**src/rtl/jk_toggle_monitor_pkg.sv**
```systemverilog
// Shared types and defaults for the jk_toggle_monitor measurement block:
// FSM state encodings and default counter widths.
package jk_toggle_monitor_pkg;

    localparam int DEF_CNT_W = 8;
    localparam int DEF_WIN_W = 8;

    typedef enum logic [1:0] {
        IDLE = 2'd0,
        ARM  = 2'd1,
        MEAS = 2'd2,
        DONE = 2'd3
    } state_e;

endpackage

```
**src/rtl/jk_toggle_monitor_if.sv**
```systemverilog
// Control/result bundle between a measurement requester (master) and the
// jk_toggle_monitor (slave).
interface jk_toggle_monitor_if
    import jk_toggle_monitor_pkg::*;
#(
    parameter int CNT_W = DEF_CNT_W,
    parameter int WIN_W = DEF_WIN_W
) ();

    logic             start;
    logic [WIN_W-1:0] win_len;
    logic             busy;
    logic             done;
    logic [CNT_W-1:0] rise_cnt;
    logic [CNT_W-1:0] fall_cnt;
    logic [WIN_W-1:0] high_cyc;

    modport master (
        output start, win_len,
        input  busy, done, rise_cnt, fall_cnt, high_cyc
    );

    modport slave (
        input  start, win_len,
        output busy, done, rise_cnt, fall_cnt, high_cyc
    );

endinterface

```
**src/rtl/jk_toggle_monitor_edge_det_sync.sv**
```systemverilog
// edge_det_sync block: optional 2-flop synchronizer (JK_TOGGLE_MONITOR_SYNC_EN),
// q_prev register and rise/fall pulses; load refreshes q_prev without a pulse.
module jk_toggle_monitor_edge_det_sync (
    input  logic clk,
    input  logic rst,
    input  logic d,
    input  logic load,
    output logic q_s,
    output logic rise,
    output logic fall
);

    logic q_prev_q, q_prev_d;

`ifdef JK_TOGGLE_MONITOR_SYNC_EN
    logic meta_q, meta_d, sync_q, sync_d;

    always_comb begin
        meta_d = d;
        sync_d = meta_q;
    end

    always_ff @(posedge clk or posedge rst) begin
        if (rst) begin
            meta_q <= 1'b0;
            sync_q <= 1'b0;
        end else begin
            meta_q <= meta_d;
            sync_q <= sync_d;
        end
    end

    assign q_s = sync_q;
`else
    assign q_s = d;
`endif

    always_comb q_prev_d = q_s;

    always_ff @(posedge clk or posedge rst) begin
        if (rst) q_prev_q <= 1'b0;
        else     q_prev_q <= q_prev_d;
    end

    assign rise = ~load &  q_s & ~q_prev_q;
    assign fall = ~load & ~q_s &  q_prev_q;

endmodule

```
**src/rtl/jk_toggle_monitor.sv**
```systemverilog
// Windowed rise/fall/high-cycle monitor for the jkff output; results presented
// with a done pulse. Define JK_TOGGLE_MONITOR_SYNC_EN to synchronize q_in.
//
// state | meaning
// IDLE  | waiting for start, results held
// ARM   | sample reference q, load remaining-cycle counter
// MEAS  | count edges and high cycles until the window ends
// DONE  | one-cycle done pulse, results valid
module jk_toggle_monitor
    import jk_toggle_monitor_pkg::*;
#(
    parameter int CNT_W = DEF_CNT_W,
    parameter int WIN_W = DEF_WIN_W
) (
    input  logic               clk,
    input  logic               rst,
    input  logic               q_in,
    jk_toggle_monitor_if.slave bus
);

    localparam logic [CNT_W-1:0] CNT_ONE = CNT_W'(1);
    localparam logic [WIN_W-1:0] WIN_ONE = WIN_W'(1);

    state_e           state_q, state_d;
    logic [WIN_W-1:0] win_q, win_d, rem_q, rem_d, high_q, high_d;
    logic [CNT_W-1:0] rise_q, rise_d, fall_q, fall_d;
    logic             busy_q, busy_d, done_q, done_d;
    logic             q_s, rise, fall, load;

    assign load = (state_q == ARM);

    jk_toggle_monitor_edge_det_sync u_edge (
        .clk  (clk),
        .rst  (rst),
        .d    (q_in),
        .load (load),
        .q_s  (q_s),
        .rise (rise),
        .fall (fall)
    );

    always_ff @(posedge clk or posedge rst) begin
        if (rst) begin
            state_q <= IDLE;
            win_q   <= '0;
            rem_q   <= '0;
            high_q  <= '0;
            rise_q  <= '0;
            fall_q  <= '0;
            busy_q  <= 1'b0;
            done_q  <= 1'b0;
        end else begin
            state_q <= state_d;
            win_q   <= win_d;
            rem_q   <= rem_d;
            high_q  <= high_d;
            rise_q  <= rise_d;
            fall_q  <= fall_d;
            busy_q  <= busy_d;
            done_q  <= done_d;
        end
    end

    always_comb begin
        state_d = state_q;
        win_d   = win_q;
        rem_d   = rem_q;
        high_d  = high_q;
        rise_d  = rise_q;
        fall_d  = fall_q;
        case (state_q)
            IDLE: begin
                if (bus.start) begin
                    win_d   = bus.win_len;
                    high_d  = '0;
                    rise_d  = '0;
                    fall_d  = '0;
                    state_d = (bus.win_len == '0) ? DONE : ARM;
                end
            end
            ARM: begin
                rem_d   = win_q;
                state_d = MEAS;
            end
            MEAS: begin
                // edge counters stick at all-ones; high_cyc is bounded by win_len
                if (rise && (rise_q != '1)) rise_d = rise_q + CNT_ONE;
                if (fall && (fall_q != '1)) fall_d = fall_q + CNT_ONE;
                if (q_s)                    high_d = high_q + WIN_ONE;
                rem_d = rem_q - WIN_ONE;
                if (rem_q == WIN_ONE) state_d = DONE;
            end
            DONE: state_d = IDLE;
            default: state_d = IDLE;
        endcase
        busy_d = (state_d != IDLE);
        done_d = (state_d == DONE);
    end

    assign bus.busy     = busy_q;
    assign bus.done     = done_q;
    assign bus.rise_cnt = rise_q;
    assign bus.fall_cnt = fall_q;
    assign bus.high_cyc = high_q;

endmodule

```
**src/flat_wrapper.sv**
```systemverilog
// flat-port wrapper written by rule: the top's interface ports become plain ports
module jk_toggle_monitor_flat import jk_toggle_monitor_pkg::*;
#(
    parameter int CNT_W = DEF_CNT_W,
    parameter int WIN_W = DEF_WIN_W
)
  (clk, rst, q_in, bus_start, bus_win_len, bus_busy, bus_done, bus_rise_cnt, bus_fall_cnt, bus_high_cyc);
  jk_toggle_monitor_if #(.CNT_W(CNT_W), .WIN_W(WIN_W)) bus_i ();
  input  logic clk;
  input  logic rst;
  input  logic q_in;
  input wire logic [$bits(bus_i.start)-1:0] bus_start;
  input wire logic [$bits(bus_i.win_len)-1:0] bus_win_len;
  output wire logic [$bits(bus_i.busy)-1:0] bus_busy;
  output wire logic [$bits(bus_i.done)-1:0] bus_done;
  output wire logic [$bits(bus_i.rise_cnt)-1:0] bus_rise_cnt;
  output wire logic [$bits(bus_i.fall_cnt)-1:0] bus_fall_cnt;
  output wire logic [$bits(bus_i.high_cyc)-1:0] bus_high_cyc;
  assign bus_i.start = bus_start;
  assign bus_i.win_len = bus_win_len;
  assign bus_busy = bus_i.busy;
  assign bus_done = bus_i.done;
  assign bus_rise_cnt = bus_i.rise_cnt;
  assign bus_fall_cnt = bus_i.fall_cnt;
  assign bus_high_cyc = bus_i.high_cyc;
  jk_toggle_monitor #(.CNT_W(CNT_W), .WIN_W(WIN_W)) u_core (.clk(clk), .rst(rst), .q_in(q_in), .bus(bus_i));
endmodule
```
**config.mk**
```make
export PLATFORM = sky130hd
export DESIGN_NAME = jk_toggle_monitor_flat
export DESIGN_NICKNAME = d
export VERILOG_FILES = /design/src/rtl/jk_toggle_monitor_pkg.sv /design/src/rtl/jk_toggle_monitor_if.sv /design/src/rtl/jk_toggle_monitor_edge_det_sync.sv /design/src/rtl/jk_toggle_monitor.sv /design/src/flat_wrapper.sv
export SDC_FILE = /design/constraint.sdc
export NUM_CORES = 1
export LEC_CHECK = 0
export ABC_AREA = 1
export CORE_MARGIN = 3
export CORE_UTILIZATION = 47
export CTS_CLUSTER_DIAMETER = 120
export CTS_CLUSTER_SIZE = 28
export DETAILED_ROUTE_END_ITERATION = 7
export HOLD_SLACK_MARGIN = 0.1
export PLACE_DENSITY = 0.71
export SLEW_MARGIN = 15
export SYNTH_ARGS = -nofsm -noshare
export SYNTH_HDL_FRONTEND = slang
export SYNTH_SLANG_ARGS = --single-unit
```
**constraint.sdc**
```tcl
create_clock -name clk -period 4.6 [get_ports clk]
set_input_delay 0.92 -clock clk [delete_from_list [all_inputs] [get_ports clk]]
set_output_delay 0.92 -clock clk [all_outputs]
set_load 0.01 [all_outputs]
```
==> summary.md <==
| Metric | Value |
|---|---|
| Outcome | `completed` |
| Die width | `80.09 um` |
| Post-synthesis cell count | `358` |
| Post-layout util | `59.81%` |
| Final hold violation count | `0` |
| CP Launch Type | `input port` |
| CP Cell Sequence | `clkdlybuf4s50_1 -> nand2_2 -> o21ai_4 -> inv_2 -> nor2_2 -> inv_1 -> nand2_1 -> o21ai_1` |
| Largest net degree at the start of global routing | `46` |
| Setup TNS | `0 ns` |
| All-layer global routing usage | `18.46%` |
| Slew margin rel. | `62.25%` |
| HP Start | `u_core.win_q[1]` |
| Crit-path max FO | `11` |
| Final Cycle Share | `54.98%` |
| HP Class | `reg2reg` |
| Ys async rst share | `100.0%` |
| Clk root buf | `clkbuf_8` |
| First-pass GRT wire length | `9.390 mm` |
| Post-DP Area | `between 0.003 and 0.004 mm^2` |
| Number of synthesized flops with an enable pin | `0` |
| Area leader, netlist | `dfrtp_1` |
| Layout fillers | `490` |
| Achievable Freq | `between 300 and 400 MHz` |
| Clock edge transition at the registers on the reported setup and hold paths | `0.08 ns` |
| Leading cell types by count after synthesis | `nand2_1 (129), dfrtp_1 (45), nor2_1 (43)` |
| Row count | `26` |
| Synth Net Count | `379` |
| # nets final | `418` |
| Core outline area | `0.005205 mm^2` |
| Distinct cell type count after synthesis | `29` |
| Die area | `around 0.0064 mm^2` |
| CP startpoint | `bus_start` |
| Critical path class | `in2reg` |
| Fin cells | `between 400 and 500` |
| CTS max path bufs | `2` |
| Cts hold-fix bufs | `0` |
| Share of layout cells above drive strength 1 | `4.523%` |
| First-pass iteration count of the detailed router | `4` |
| Top post-synthesis cells by area | `dfrtp_1 (44%), nand2_1 (19%), nor2_1 (6.3%)` |
| Initial antenna violation count | `0` |
| Post-synthesis cell area | `around 0.0026 mm^2` |
| Avg WL per Cell | `11.51 um` |
| Mean Syn Cell Area | `7.207 um^2` |
| Port bufs | `37` |
| Clk sink count | `45` |
| Synthesis-stage register bit count | `45` |
| Final global-route overflow total | `0` |
| Antenna-violating nets left | `0` |
| Inserted Clock Buffers | `5` |
| Leakage | `1.610 nW` |
| Max cap viols | `0` |
| DRT iter0 DRCs | `85` |
| Most numerous cell in the Yosys netlist | `nand2_1` |
| Tmin final | `2.529 ns` |
| Final Instance Area | `0.003113 mm^2` |
| Register area share after synthesis | `43.65%` |
| Vias in the first global route | `around 2100` |
| Area used by multi-input combinational logic | `about 0.0013 mm^2` |
| Chip Height | `80.09 um` |
| Inserted Diodes | `0` |
| Skew-Pair Late Insertion Delay | `0.30 ns` |
| Worst Path Buf+Inv | `3` |
| Worst EP required | `around 4.8 ns` |
| Predominant post-synthesis flop cell | `dfrtp_1` |
| Dpl hpwl | `3.934 mm` |
| Dpl cells | `460` |
| Gpl congestion | `0.8667` |
| DRC viols | `0` |
| Routed via count | `between 2000 and 2500` |
| Slew Viols, Final | `0` |
| Register area | `0.001126 mm^2` |
| Clk_skew | `0.007465 ns` |
| Critical path arrival | `2.71 ns` |
| Setup ws final | `about 2.1 ns` |
| Worst vdd ir | `170.7 uV` |
| Setup Fix Bufs, Post-CTS | `0` |
| Worst R2R Start | `u_core.state_q[0]` |
| CTS tree | `done` |
| Top delay family on crit path | `buffers and inverters` |
| Yosys warnings | `0` |
| H-tree depth | `2` |
| Area fraction of the dominant cell type after synthesis | `43.65%` |
| RSZ-0062 raised after global routing | `false` |
| Crit path capture type | `flop` |
| Vias per cell | `4.927` |
| Post_cts resized | `0` |
| Dpl ws | `1.766 ns` |
| Slowest Stage Delay on Critical Path | `between 0.6 and 0.7 ns` |
| Slowest-stage cell, CP | `clkdlybuf4s50_1` |
| Area Overhead vs Synth | `20.66%` |
| Power Density | `about 350 mW/mm^2` |
| Overall routed net length | `5.385 mm` |
| # setup viols final | `0` |
| Top Ports | `38` |
| Initial core utilization | `49.57%` |
| Worst Tran Pin Value | `0.5662 ns` |
==> sequential cells by signal, indices dropped and copies added (netlist names) <==
signal	flops
u_core.state_q	2
u_core.bus.done	1
u_core.bus.fall_cnt	8
u_core.rem_q	8
u_core.bus.high_cyc	8
u_core.bus.busy	1
u_core.u_edge.q_prev_q	1
u_core.win_q	8
u_core.bus.rise_cnt	8
==> worst paths after layout <==
kind | to | slack [ns] | cells after the start
worst max register to register | u_core.bus.high_cyc[3] | 2.44 | 9
worst min register to register | u_core.win_q[1] | 0.48 | 2
worst min-delay path | u_core.win_q[1] | 0.48 | 2
min in group asynchronous | u_core.bus.fall_cnt[1] | 1.06 | 3
max in group asynchronous | u_core.bus.busy | 3.15 | 3
worst max-delay path | u_core.bus.high_cyc[3] | 2.07 | 8
==> per-layer routing <==
metal	routed length (um)	vias to the layer above	GRT usage, %
li1	-	1211	-
met1	2645	1047	24.39
met2	2484	42	30.88
met3	200	6	3.812
met4	54	0	4.561
met5	0	-	0
==> worst register-to-register path, stage by stage, from the launching register on <==
cell and delay, ns:
dfrtp_1 0.41, inv_1 0.12, ha_1 0.37, nand2_2 0.23
o21ai_4 0.18, inv_2 0.07, nor2_2 0.33, inv_1 0.19
nand2_1 0.09, o21ai_1 0.06
==> per-stage QoR <==
stage	total power [mW]	hold WS, ns
final	1.082	0.4763
after global routing	1.161	0.4949
after CTS	1.093	0.4770
after detailed placement	0.8242	0.4591
after global placement	0.8167	0.4593
after floorplan	0.6708	0.4367
==> cell families (layout without fill, tap and decap cells) <==
kind of cell / Yosys count / after routing / synth area share, %
buffers and inverters: 48 / 88 / 7.566
xor gates and xnor gates: 4 / 4 / 1.358
muxes: 2 / 2 / 0.8729
adders and majority gates: 9 / 9 / 4.365
DFF: 45 / 45 / 43.65
and+or+nand+nor: 215 / 215 / 34.34
AOI/OAI and AO/OA: 35 / 35 / 7.856
==> cells in the final DEF, fill, tap and decap left out, drive strengths merged, types with 3 or more instances in the layout <==
cell type        n
a21oi            7
clkbuf           7
clkdlybuf4s50   37
clkinv           3
dfrtp           45
ha               9
inv             39
nand2          130
nand3           25
nand4           11
nor2            44
o211ai           3
o21ai           21
o21bai           3
xor2             3
==> power by group <==
part | switching [mW] | internal [mW] | leakage [nW]
sequential | 0.0740 | 0.446 | 0.585
combinational | 0.137 | 0.156 | 0.971
clock | 0.133 | 0.136 | 0.0542
total | 0.344 | 0.737 | 1.61
==> layout make-up <==
type / instances / share of cell area (%)
Multi-Input combinational cell: 265 / 40.43
Clock inverter: 1 / 0.1608
Timing Repair Buffer: 39 / 12.38
Inverter: 41 / 4.944
Sequential cell: 45 / 36.17
Tap cell: 70 / 2.814
Clock buffer: 7 / 3.095
Note: power is estimated with default switching activity, not from simulation.
